<file path="config.mk">
export PLATFORM = sky130hd
export DESIGN_NAME = score_keeper
export DESIGN_NICKNAME = d
export VERILOG_FILES = /design/src/rtl/score_keeper.sv
export SDC_FILE = /design/constraint.sdc
export NUM_CORES = 1
export LEC_CHECK = 0
export ABC_CLOCK_PERIOD_IN_PS = 6500
export BUFFER_PORTS_ARGS = -buffer_cell sky130_fd_sc_hd__buf_2
export CORE_ASPECT_RATIO = 1.5
export CORE_UTILIZATION = 37
export CTS_CLUSTER_DIAMETER = 100
export DETAILED_ROUTE_END_ITERATION = 10
export PLACE_DENSITY = 0.57
export SYNTH_ARGS = -nofsm -noshare
export SYNTH_HDL_FRONTEND = slang
export SYNTH_SLANG_ARGS = --single-unit
</file>
<file path="constraint.sdc">
create_clock -name clk -period 6.5 [get_ports clk]
set_input_delay 0.325 -clock clk [delete_from_list [all_inputs] [get_ports clk]]
set_output_delay 0.325 -clock clk [all_outputs]
set_load 0.005 [all_outputs]
</file>
<file path="src/rtl/score_keeper.sv">
// Round score keeper: 3-digit BCD score with a saturating increment, high-score tracking and a record flag.
// Latency 1 clk from a score_get rising edge to score_bcd/score_inc; all outputs are registered; no backpressure.
module score_keeper (
   input  logic        clk,
   input  logic        reset,
   input  logic        game_en,
   input  logic        game_over,
   input  logic        score_get,
   input  logic        clear_hi,
   output logic [11:0] score_bcd,
   output logic [11:0] hi_bcd,
   output logic        score_inc,
   output logic        new_record,
   output logic [1:0]  state
);

   typedef enum logic [1:0] {
      IDLE = 2'b00,
      PLAY = 2'b01,
      OVER = 2'b10,
      BAD  = 2'b11
   } state_t;

   state_t      cur_state, nxt_state;
   logic        get_q;
   logic        score_evt;
   logic        score_max;
   logic [11:0] score_plus;
   logic [11:0] score_nxt;
   logic [11:0] hi_nxt;
   logic        inc_nxt;
   logic        rec_nxt;

   assign score_evt = score_get & ~get_q;
   assign score_max = (score_bcd == 12'h999);
   assign state     = cur_state;

   // Decimal +1 with ripple carry across digits; the 999 case is excluded by score_max.
   always_comb begin
      score_plus = score_bcd;
      if (score_bcd[3:0] == 4'd9) begin
         score_plus[3:0] = 4'd0;
         if (score_bcd[7:4] == 4'd9) begin
            score_plus[7:4]  = 4'd0;
            score_plus[11:8] = score_bcd[11:8] + 4'd1;
         end else begin
            score_plus[7:4] = score_bcd[7:4] + 4'd1;
         end
      end else begin
         score_plus[3:0] = score_bcd[3:0] + 4'd1;
      end
   end

   always_comb begin
      nxt_state = cur_state;
      score_nxt = score_bcd;
      hi_nxt    = hi_bcd;
      inc_nxt   = 1'b0;
      rec_nxt   = new_record;
      case (cur_state)
         IDLE: begin
            if (clear_hi) hi_nxt = 12'h000;
            if (game_en && !game_over) begin
               nxt_state = PLAY;
               score_nxt = 12'h000;
               rec_nxt   = 1'b0;
            end
         end
         PLAY: begin
            if (score_evt && !score_max) begin
               score_nxt = score_plus;
               inc_nxt   = 1'b1;
            end
            // The compare uses score_nxt so a same-cycle scoring event is included.
            if (game_over) begin
               nxt_state = OVER;
               if (score_nxt > hi_bcd) begin
                  hi_nxt  = score_nxt;
                  rec_nxt = 1'b1;
               end
            end else if (!game_en) begin
               nxt_state = IDLE;
            end
         end
         OVER: begin
            if (!game_en) nxt_state = IDLE;
         end
         default: nxt_state = IDLE;
      endcase
   end

   always_ff @(posedge clk or posedge reset) begin
      if (reset) begin
         cur_state  <= IDLE;
         score_bcd  <= 12'h000;
         hi_bcd     <= 12'h000;
         score_inc  <= 1'b0;
         new_record <= 1'b0;
         get_q      <= 1'b0;
      end else begin
         cur_state  <= nxt_state;
         score_bcd  <= score_nxt;
         hi_bcd     <= hi_nxt;
         score_inc  <= inc_nxt;
         new_record <= rec_nxt;
         get_q      <= score_get;
      end
   end

endmodule
</file>
==> metrics.yaml <==
status:
  status: "completed"
placement:
  dp_slack_ns: 3.12
  place_area_sq_mm: 0.00202
  port_buffers: 33
  place_congestion: 0.781
  hpwlAfterDp_um: 3210
clocking:
  clk_latency_ns: 0.28
  root_buffer: "clkbuf_8"
  clockBufferDepth: 2
  post_cts_buffers: 0
  htreeDepth: 2
  cts_tree: "built"
  cts.clk_slew.worst_paths_ns: 0.07
  numCtsBuffers: 5
  cts.sinks: 29
  cts_hold_buffers: 0
  cts_resized: 0
timing:
  finClkSkew_ns: 0.00526
  slew_violations: 0
  period_share_pct: 52.7
  setup_viol: 0
  rsz0062_at_grt: "no"
  worst_pin_slew_ns: 0.583
  setup_ws_ns: 3.07
  hold_viol: 0
  finalSetupTns_ns: 0
  relSlewSlack_pct: 60.8
  min_period_ns: 3.43
  fmax_ghz: 0.292
power_and_ir_drop:
  ir_worst_vdd_mv: 0.106
  leakage_nw: 1.12
  p_per_area_mw_per_mm2: 195
  total_power_mw: 0.414
global_routing:
  grt_overflow: 0
  grtUsageTotal_pct: 18.7
  first_global_vias: 1508
  antenna_found_initial: 0
  grt_pass1_wl_um: 7030
  grt_max_degree: 30
worst_setup_path:
  cp.depth: 12
  worstPathMaxFanout: 11
  cp_num_buf_inv: 2
  slowest_delay_ns: 0.48
  crit_chain: "inv_1, ha_1, and3b_1, nand4_1, a21oi_1, inv_1, ha_1, nand3_1, or3_4, o21ba_1, o22ai_2, a22o_2"
  cp.arrival_ns: 3.65
  critPathLaunchType: "flip-flop"
  slowest_stage: "o22ai_2"
  r2r_slack_ns: 3.07
  r2r-start: "score_bcd[1]"
  crit_required_ns: 6.72
  r2r_cells: 12
  worstSetupPathType: "reg -> reg"
  cp_top_family: "compound AO/OA/AOI/OAI gates"
  r2r-end: "hi_bcd[5]"
  end_kind: "flip-flop"
final_layout:
  layout-drive-gt1-share_pct: 23.7
  utilization_pct: 46.3
  finish.instance_area_sq_mm: 0.00212
  area_delta_synth_final_pct: 18.8
  nets: 251
  n_antenna_cell: 0
route:
  post_drt_via_cell_ratio: 5.15
  antenna_left: 0
  drtIter0Drc: 46
  wirelength_um: 4210
  firstDrtPassIters: 4
  wl_per_cell_um: 14.4
  drc: 0
  vias: 1503
synthesis:
  yosysTopAreaCellShare_pct: 40.7
  synthArstFlopShare_pct: 100
  syn_inst: 189
  yosysSeqAreaShare_pct: 40.7
  synth_largest_area_cell: "dfrtp_1"
  synth_area_leaders: "dfrtp_1 41%, ha_1 13%, inv_1 4.6%"
  yosys_warnings: 0
  synth_area_sq_mm: 0.00178
  synth_nets: 213
  ys_ff_latch: 29
  synth_ff_type: "dfrtp_1"
  synth.distinct_cells: 42
  synth_edf_count: 0
  avgSynthCellArea_sq_um: 9.44
min_path:
  hold_path_class: "in -> async"
die:
  row_count: 30
  ios: 34
  die-width_um: 58.7
  fp.coreArea_sq_mm: 0.00458
  dieArea_sq_mm: 0.00511
  die_y_um: 87.1
  initial_core_util_pct: 39.0
flow_run:
  drv_cap: 0
==> kinds of logic after synthesis <==
logic type      synth area share, %
simple gates                   17.5
mux                            2.88
flops                          40.7
fa+ha+maj                      12.6
compound gates                 19.6
xor+xnor                      0.982
buf+inv                        5.68
==> power by group <==
group / total, mW / internal (mW) / switching (mW)
clock network: 0.170 / 0.0957 / 0.0740
registers: 0.193 / 0.187 / 0.00575
logic: 0.0516 / 0.0191 / 0.0325
total: 0.414 / 0.302 / 0.112
==> metrics by stage <==
stage	hold slack, ns	cells
floorplan	0.356	189
global placement	0.422	284
detailed placement	0.431	284
CTS	0.124	292
global route	0.168	292
finish	0.103	292
==> worst min-delay path, stage by stage <==
cell	delay (ns)
buf_2	0.09
inv_1	0.04
buf_4	0.35
==> how the worst max path moves through the flow <==
stage	from	to
floorplan	score_bcd[5]	hi_bcd[2]
global placement	score_bcd[5]	hi_bcd[5]
detailed placement	score_bcd[1]	hi_bcd[5]
CTS	score_bcd[1]	hi_bcd[5]
global route	score_bcd[1]	hi_bcd[5]
finish	score_bcd[1]	hi_bcd[5]
==> area by class of cell <==
class | instances | area, sq um
clock inverter | 1 | 5.00
tap | 64 | 80.1
timing repair buffer | 34 | 173
inverter | 22 | 82.6
fill | 477 | 2460
sequential | 29 | 726
clock buffer | 7 | 96.3
multi-input combinational | 135 | 957
==> synthesized netlist by cell type (3+ instances only) <==
cell / n
a22o_2: 7
a21oi_1: 10
nand2_1: 22
nand3_1: 8
ha_1: 18
dfrtp_1: 29
mux2i_1: 4
nand4_1: 3
o21ai_0: 9
nand3b_1: 3
o22ai_1: 5
inv_1: 22
nor2_1: 11
o2bb2ai_1: 5
==> per-layer routing <==
| layer | GRT usage (%) | share of wire, % | vias up |
|---|---|---|---|
| met4 | 8.44 | 1.9 | 0 |
| met3 | 3.71 | 2.9 | 8 |
| li1 | - | - | 749 |
| met1 | 22.2 | 43 | 716 |
| met2 | 32.0 | 52 | 30 |
| met5 | 0 | 0 | - |
==> flip-flops by register name, indices dropped and copies added, names as in the netlist <==
| name | cells |
|---|---|
| state | 2 |
| score_bcd | 12 |
| score_inc | 1 |
| get_q | 1 |
| new_record | 1 |
| hi_bcd | 12 |
==> placed cells by master, fill, tap and decap left out, types with 2 or more instances in the layout <==
master / netlist / layout
and3b_1: 2 / 2
o21ai_0: 9 / 9
ha_1: 18 / 18
a22o_2: 7 / 7
clkbuf_8: 0 / 7
mux2i_1: 4 / 4
buf_2: 0 / 33
nand3b_1: 3 / 3
nand2b_1: 2 / 2
a21oi_1: 10 / 10
dfrtp_1: 29 / 29
a22o_1: 2 / 2
xnor2_1: 2 / 2
nand4_1: 3 / 3
o22ai_1: 5 / 5
nand2_1: 22 / 22
nand3_1: 8 / 8
nor2_1: 11 / 11
inv_1: 22 / 22
o2bb2ai_1: 5 / 5
Power figures use the tool's default switching activity.
